File: src/rtl/bk_seq_pkg.sv
// rtl/bk_seq_pkg.sv - shared defaults and state encoding for the multi-word add sequencer
package bk_seq_pkg;

    localparam int BK_WORD_W = 6;
    localparam int BK_NWORDS = 4;
    localparam int BK_CNT_W  = $clog2(BK_NWORDS);

    typedef enum logic [1:0] {
        ST_LOAD,
        ST_ADD,
        ST_DRAIN
    } state_e;

endpackage

File: src/rtl/bk_word_buf.sv
// rtl/bk_word_buf.sv - NWORDS x WORD_W register file, one write port, one combinational read port
module bk_word_buf #(
    parameter int WORD_W = 6,
    parameter int NWORDS = 4,
    parameter int AW     = $clog2(NWORDS)
) (
    input  logic              clk,
    input  logic              rst,
    input  logic              clr,
    input  logic              we,
    input  logic [AW-1:0]     waddr,
    input  logic [WORD_W-1:0] wdata,
    input  logic [AW-1:0]     raddr,
    output logic [WORD_W-1:0] rdata
);

    logic [WORD_W-1:0] mem_q [NWORDS];

    always_ff @(posedge clk) begin
        if (rst || clr) begin
            for (int i = 0; i < NWORDS; i++) begin
                mem_q[i] <= '0;
            end
        end else if (we) begin
            mem_q[waddr] <= wdata;
        end
    end

    assign rdata = mem_q[raddr];

endmodule

File: src/rtl/bk_word_sequencer.sv
// rtl/bk_word_sequencer.sv - loads word pairs, chains them through the adder slice, streams the sum out
// Optional subtract mode (A-B via inverted B and forced carry-in) enabled by defining BK_SEQ_SUB_EN.
module bk_word_sequencer
    import bk_seq_pkg::*;
#(
    parameter int WORD_W = BK_WORD_W,
    parameter int NWORDS = BK_NWORDS
) (
    input  logic              clk,
    input  logic              rst,
`ifdef BK_SEQ_SUB_EN
    input  logic              in_sub,
`endif
    input  logic              in_valid,
    output logic              in_ready,
    input  logic [WORD_W-1:0] in_a,
    input  logic [WORD_W-1:0] in_b,
    input  logic              in_cin,
    input  logic              in_last,
    output logic [WORD_W-1:0] adder_a,
    output logic [WORD_W-1:0] adder_b,
    output logic              adder_cin,
    input  logic [WORD_W-1:0] adder_sum,
    input  logic              adder_cout,
    output logic              out_valid,
    input  logic              out_ready,
    output logic [WORD_W-1:0] out_sum,
    output logic              out_last,
    output logic              out_carry,
    output logic              busy
);

    localparam int CNT_W = $clog2(NWORDS);
    localparam logic [CNT_W-1:0] LAST_IDX = CNT_W'(NWORDS - 1);

    state_e            state_q, state_d;
    logic [CNT_W-1:0]  cnt_q, cnt_d;
    logic              carry_q, carry_d;
    logic              ld_we, sum_we, drain_done;
    logic              start_carry, sub_eff;
    logic [WORD_W-1:0] a_rd, b_rd, sum_rd;

`ifdef BK_SEQ_SUB_EN
    logic sub_q, sub_d;
    assign sub_eff     = sub_q;
    assign start_carry = in_sub ? 1'b1 : in_cin;
    assign sub_d       = (state_q == ST_LOAD && in_valid && cnt_q == '0) ? in_sub : sub_q;
`else
    assign sub_eff     = 1'b0;
    assign start_carry = in_cin;
`endif

    // Buffers are wiped at the end of each drain so short operands see zero-filled upper words.
    bk_word_buf #(.WORD_W(WORD_W), .NWORDS(NWORDS)) u_buf_a (
        .clk(clk), .rst(rst), .clr(drain_done), .we(ld_we), .waddr(cnt_q),
        .wdata(in_a), .raddr(cnt_q), .rdata(a_rd)
    );

    bk_word_buf #(.WORD_W(WORD_W), .NWORDS(NWORDS)) u_buf_b (
        .clk(clk), .rst(rst), .clr(drain_done), .we(ld_we), .waddr(cnt_q),
        .wdata(in_b), .raddr(cnt_q), .rdata(b_rd)
    );

    bk_word_buf #(.WORD_W(WORD_W), .NWORDS(NWORDS)) u_buf_sum (
        .clk(clk), .rst(rst), .clr(drain_done), .we(sum_we), .waddr(cnt_q),
        .wdata(adder_sum), .raddr(cnt_q), .rdata(sum_rd)
    );

    always_comb begin
        state_d    = state_q;
        cnt_d      = cnt_q;
        carry_d    = carry_q;
        ld_we      = 1'b0;
        sum_we     = 1'b0;
        drain_done = 1'b0;
        in_ready   = 1'b0;
        adder_a    = '0;
        adder_b    = '0;
        adder_cin  = 1'b0;
        out_valid  = 1'b0;
        out_sum    = '0;
        out_last   = 1'b0;
        out_carry  = 1'b0;
        case (state_q)
            ST_LOAD: begin
                in_ready = 1'b1;
                if (in_valid) begin
                    ld_we = 1'b1;
                    if (cnt_q == '0) begin
                        carry_d = start_carry;
                    end
                    if (in_last || cnt_q == LAST_IDX) begin
                        state_d = ST_ADD;
                        cnt_d   = '0;
                    end else begin
                        cnt_d = cnt_q + CNT_W'(1);
                    end
                end
            end
            ST_ADD: begin
                adder_a   = a_rd;
                adder_b   = sub_eff ? ~b_rd : b_rd;
                adder_cin = carry_q;
                sum_we    = 1'b1;
                carry_d   = adder_cout;
                if (cnt_q == LAST_IDX) begin
                    state_d = ST_DRAIN;
                    cnt_d   = '0;
                end else begin
                    cnt_d = cnt_q + CNT_W'(1);
                end
            end
            ST_DRAIN: begin
                out_valid = 1'b1;
                out_sum   = sum_rd;
                out_last  = (cnt_q == LAST_IDX);
                out_carry = out_last & carry_q;
                if (out_ready) begin
                    if (out_last) begin
                        state_d    = ST_LOAD;
                        cnt_d      = '0;
                        drain_done = 1'b1;
                    end else begin
                        cnt_d = cnt_q + CNT_W'(1);
                    end
                end
            end
            default: begin
                state_d = ST_LOAD;
                cnt_d   = '0;
            end
        endcase
    end

    always_ff @(posedge clk) begin
        if (rst) begin
            state_q <= ST_LOAD;
            cnt_q   <= '0;
            carry_q <= 1'b0;
`ifdef BK_SEQ_SUB_EN
            sub_q   <= 1'b0;
`endif
        end else begin
            state_q <= state_d;
            cnt_q   <= cnt_d;
            carry_q <= carry_d;
`ifdef BK_SEQ_SUB_EN
            sub_q   <= sub_d;
`endif
        end
    end

    assign busy = (state_q != ST_LOAD) || (cnt_q != '0);

endmodule
File: config.mk
export PLATFORM = sky130hd
export DESIGN_NAME = bk_word_sequencer
export DESIGN_NICKNAME = d
export VERILOG_FILES = /design/src/rtl/bk_seq_pkg.sv /design/src/rtl/bk_word_buf.sv /design/src/rtl/bk_word_sequencer.sv
export SDC_FILE = /design/constraint.sdc
export NUM_CORES = 1
export LEC_CHECK = 0
export ABC_AREA = 0
export ABC_CLOCK_PERIOD_IN_PS = 4100
export CORE_ASPECT_RATIO = 0.6
export CORE_UTILIZATION = 44
export DETAILED_ROUTE_END_ITERATION = 10
export GPL_ROUTABILITY_DRIVEN = 0
export PLACE_DENSITY = 0.68
export SETUP_SLACK_MARGIN = 0.5
export SYNTH_ARGS = -nofsm -noshare
export SYNTH_HDL_FRONTEND = slang
export SYNTH_SLANG_ARGS = --single-unit
File: constraint.sdc
create_clock -name clk -period 4.1 [get_ports clk]
set_input_delay 0.82 -clock clk [delete_from_list [all_inputs] [get_ports clk]]
set_output_delay 0.82 -clock clk [all_outputs]
set_load 0.005 [all_outputs]
# After elaboration in Yosys (flattened, before gate mapping)
# Memory sizes are Yosys's and may differ from the RTL's. A register that Yosys moved wholly into a read port is not among the register bits.
# Index checks and enable logic that the tools add are counted.
dict set report totals {
  ramBits 72
  inputBits 25
  reg_bits 5
  n_memories 3
}
# name depth word_bits read_ports rd_ports_with_merged_regs wr line_no
set memory_table {}
lappend memory_table {u_buf_a.mem_q 4 6 1 1 4 bk_word_buf.sv:17} ;# logic [WORD_W-1:0] mem_q [NWORDS];
lappend memory_table {u_buf_b.mem_q 4 6 1 1 4 bk_word_buf.sv:17}
lappend memory_table {u_buf_sum.mem_q 4 6 1 1 4 bk_word_buf.sv:17}
dict set report classes {
  add_sub_neg 1
  n_mux 51
  n_eq_ne 9
  n_bitwise 1
  n_reduce_logical 14
}
# op n
set ops {}
lappend ops {{$mux 2} 18}
lappend ops {{$mux 6} 6}
lappend ops {{$mux 1} 24}
lappend ops {{$reduce_or 6->1} 3}
lappend ops {{$ne 2x2->1 const B} 6}
lappend ops {{$pmux 2 s3} 2}
lappend ops {{$reduce_bool 2->1} 3}
lappend ops {{$reduce_and 5->1} 1}
lappend ops {{$eq 2x2->1 const B} 2}
lappend ops {{$logic_not 2->1} 2}
lappend ops {{$logic_or 1x1->1} 3}
lappend ops {{$reduce_and 3->1} 1}
lappend ops {{$add 2x1->2 const B} 1}
lappend ops {{$eq 2x1->1 const B} 1}
lappend ops {{$pmux 1 s2} 1}
lappend ops {{$reduce_and 2->1} 1}
lappend ops {{$and 1x1->1} 1}

# Longest topological paths before layout
dict set report logic_depth {
  depth_word 9
  mapped_depth 6
  mapped_depth_nobuf 5
}

# Cells and area by module
# Synthesis repeated with hierarchy kept, for this count alone.
dict set report hier_totals {
  hier_cells 304
  hier_area_um2 3873.7
}
# module area_each_um2 cells_each n_inst
set by_module_without_submodules {}
lappend by_module_without_submodules {bk_word_buf 1112.3 78 3}
lappend by_module_without_submodules {bk_word_sequencer 536.8 70 1}

# Worst setup path before layout
# OpenSTA, ideal clock, no wires.
dict set report synth_path {
  path_kind {input to register}
  startpoint {in in_valid}
  endpoint {mem u_buf_a.mem_q[1][0], enable pin}
  arrival_ps 1939
  slack_ps 1763
  cell_stages 2
  cell_sequence {nand2_1 > o21ai_0}
}
# element line_no
set synth_lines {}
lappend synth_lines {{start: declaration} bk_word_sequencer.sv:14} ;# input logic in_valid,
lappend synth_lines {{end: declaration} bk_word_buf.sv:17}

==> flow_metrics.py <==
metrics = {
    "power": {
        "vdd_drop_max_mv": 0.272,
        "power_density_mw_per_mm2": 557,
        "power_leakage_uw": 0.00173,
        "power_uw": 2610,
    },
    "placed_design": {
        "io_buffers": 48,
        "dp_hpwl_um": 5370,
        "dp.cells": 412,
        "place_area_mm2": 0.00438,
    },
    "synth": {
        "synth_seq_area_share": 0.604,
        "synth_commonest_cells": "87 x and2_1, 72 x edfxtp_1, 17 x mux4_2",
        "synth_seq_cells": 79,
        "yosys-top-cells-area": "edfxtp_1 57%, and2_1 14%, mux4_2 10%",
        "yosys.area.top_type": "edfxtp_1",
        "synth_nets": 295,
        "synth_edf_count": 72,
        "yosys.cell_count.top_type": "and2_1",
        "synth.top_cell.area_share": 0.567,
        "ys.flop_type": "edfxtp_1",
        "async_reset_ff_frac": 0,
        "yosysWarningCount": 0,
        "synth_area_mm2": 0.00381,
        "syn_area_per_cell_um2": 14.4,
        "syn_inst": 264,
        "yosys.cell_types.count": 33,
    },
    "critical_path": {
        "cp_data_required_time_ns": 3.28,
        "reg2reg_to": "u_buf_sum.mem_q[1][4]",
        "critPathKind": "flip-flop to output port",
        "r2r_start": "state_q[1]",
        "path_delay_family": "buffers and inverters",
        "crit_path_start_kind": "flip-flop",
        "arrival_ns": 2.45,
        "crit_path_max_fanout": 12,
        "cp_num_buf_inv": 2,
        "worstPathCellList": "buf_4, mux4_2, and2_1, clkdlybuf4s50_1",
        "end_kind": "output port",
        "cpPeakStageDelay_ns": 0.60,
        "crit_path_top_delay_cell": "dfxtp_1",
        "ff2ff_path_depth": 5,
        "reg2reg_slack_ns": 1.45,
    },
    "run_status": {
        "status": "complete, no violations",
    },
    "global_routing": {
        "grt_pass1_vias": 2196,
        "grt_max_degree": 19,
        "grt_pass1_wl_um": 12200,
        "grt_overflow": 0,
        "grt_antenna_before_repair": 0,
        "grt_usage": 0.192,
    },
    "cells_and_area": {
        "diodes": 0,
        "fin_cells": 428,
        "n_fill_cell": 678,
        "fin_nets": 346,
        "drive_gt1_frac": 0.144,
        "final_area_mm2": 0.00468,
        "syn_to_final_growth_pct": 22.9,
        "seq_area_mm2": 0.00230,
        "multi_input_area_mm2": 0.00139,
        "final_util": 0.576,
    },
    "routing": {
        "avgViaCountPerCell": 5.25,
        "drtPass1Iterations": 4,
        "final_antenna_net_count": 0,
        "wl_um": 7760,
        "wl_per_cell_um": 18.1,
        "via_count": 2249,
        "drcViolationCount": 0,
        "drt-initial-drc-count": 180,
    },
    "min_path": {
        "hold_path.class": "flip-flop to flip-flop",
        "hold_start": "state_q[1]",
        "min_path_cells": 2,
        "holdPathEnd": "state_q[1]",
    },
    "sta": {
        "hold_viol_final": 0,
        "worst_pin_slew_ns": 1.13,
        "max_freq_mhz": 306,
        "timing.slew.headroom": 0.241,
        "period_minus_slack_ns": 3.27,
        "skew_ns": 0.00468,
        "setup_viol": 0,
        "slew_violations": 0,
        "post-route-period-util": 0.797,
        "rsz0062_at_grt": "false",
        "fin_setup_tns_ns": 0,
    },
    "clocking": {
        "root_buffer": "clkbuf_16",
        "cts_tree": "yes",
        "clockBufferDepth": 2,
        "cts_max_level": 3,
        "cts_sinks": 79,
        "clock_latency_ns": 0.34,
        "clkTransAtPathRegs_ns": 0.06,
        "cts_resized": 0,
        "post-cts-setup-buffer-count": 0,
        "cts_buffers": 9,
        "hold_buffers": 0,
    },
    "floorplan": {
        "die_h_um": 74.1,
        "boundaryPins": 49,
        "core_mm2": 0.00813,
        "die_w_um": 122,
        "rows": 25,
        "start_util": 0.469,
        "dieArea_mm2": 0.00905,
    },
    "run": {
        "max_cap_violations": 0,
    },
}
==> power breakdown <==
| part | internal (uW) | leakage (uW) | total [uW] | switching [uW] |
|---|---|---|---|---|
| combinational | 372 | 0.000776 | 693 | 321 |
| clock | 480 | 0.000152 | 813 | 333 |
| sequential | 1020 | 0.000805 | 1100 | 83.2 |
| total | 1870 | 0.00173 | 2610 | 737 |
==> final cells by class <==
cell class | instances | area share
Clock buffer | 9 | 0.0481
Clock inverter | 7 | 0.0174
Inverter | 7 | 0.00561
Multi-Input combinational cell | 164 | 0.296
Sequential cell | 79 | 0.491
Tap cell | 108 | 0.0288
Timing Repair Buffer | 54 | 0.112
==> worst reg2reg max path, delay by kind of cell (launching register included) <==
kind / cells / cell delay, ns
buf+inv: 3 / 0.48
fa+ha+maj: 1 / 0.55
compound gates: 1 / 0.90
flops: 1 / 0.34
==> cell families (layout without fill, tap and decap cells) <==
| logic type | after synthesis | count (layout) | share of synthesized area |
|---|---|---|---|
| AND/OR/NAND/NOR | 121 | 121 | 0.198 |
| flip-flops | 79 | 79 | 0.604 |
| buffers and inverters | 21 | 77 | 0.0318 |
| multiplexers | 20 | 20 | 0.113 |
| AO/OA/AOI/OAI | 17 | 17 | 0.0338 |
| adder cells (fa/ha/maj) | 6 | 6 | 0.0197 |
==> state kept, by name, indices dropped and copies added, names as in the netlist, named ones only <==
name	count
state_q	2
u_buf_a.mem_q	24
cnt_q	2
u_buf_sum.mem_q	24
u_buf_b.mem_q	24
carry_q	1
==> placed cells by master, fill, tap and decap left out, types with 2 or more instances in the layout <==
cell	count
nand2_1	7
nand2b_1	5
inv_1	7
edfxtp_1	72
dfxtp_1	7
o21ai_0	8
nor3_2	3
clkinv_4	3
nor2_1	3
o221a_2	2
mux2i_1	2
o32ai_1	2
and2_1	87
clkdlybuf4s50_1	48
mux4_2	17
buf_4	6
clkbuf_16	9
ha_1	6
nor3_1	2
and3_1	9
==> metrics by stage <==
step | hold slack (ns) | setup WS (ns)
CTS | 0.520 | 0.802
floorplan | 0.468 | 1.76
detailed placement | 0.501 | 1.04
global route | 0.558 | 0.676
global placement | 0.501 | 1.12
finish | 0.519 | 0.834
==> worst max-delay path by stage <==
| stage | startpoint | endpoint | slack, ns | cells after the start |
|---|---|---|---|---|
| 2_1_floorplan | in_valid | u_buf_a.mem_q[1][0] | 1.76 | 2 |
| 3_5_place_dp | rst | u_buf_b.mem_q[0][4] | 1.04 | 4 |
| 3_3_place_gp | rst | u_buf_b.mem_q[0][4] | 1.12 | 4 |
| 6_report | flip-flop | adder_b[4] | 0.83 | 4 |
| 4_1_cts | flip-flop | adder_b[4] | 0.80 | 4 |
| 5_1_grt | flip-flop | adder_b[5] | 0.68 | 4 |
==> per-layer routing <==
| metal | up-vias | track usage | part of all wire |
|---|---|---|---|
| met5 | - | 0 | 0 |
| met1 | 1107 | 0.289 | 0.52 |
| met3 | 11 | 0.0613 | 0.052 |
| met4 | 0 | 0.0407 | 0.0076 |
| li1 | 1072 | - | - |
| met2 | 59 | 0.272 | 0.42 |
No activity file was read; power rests on OpenSTA's default activity.
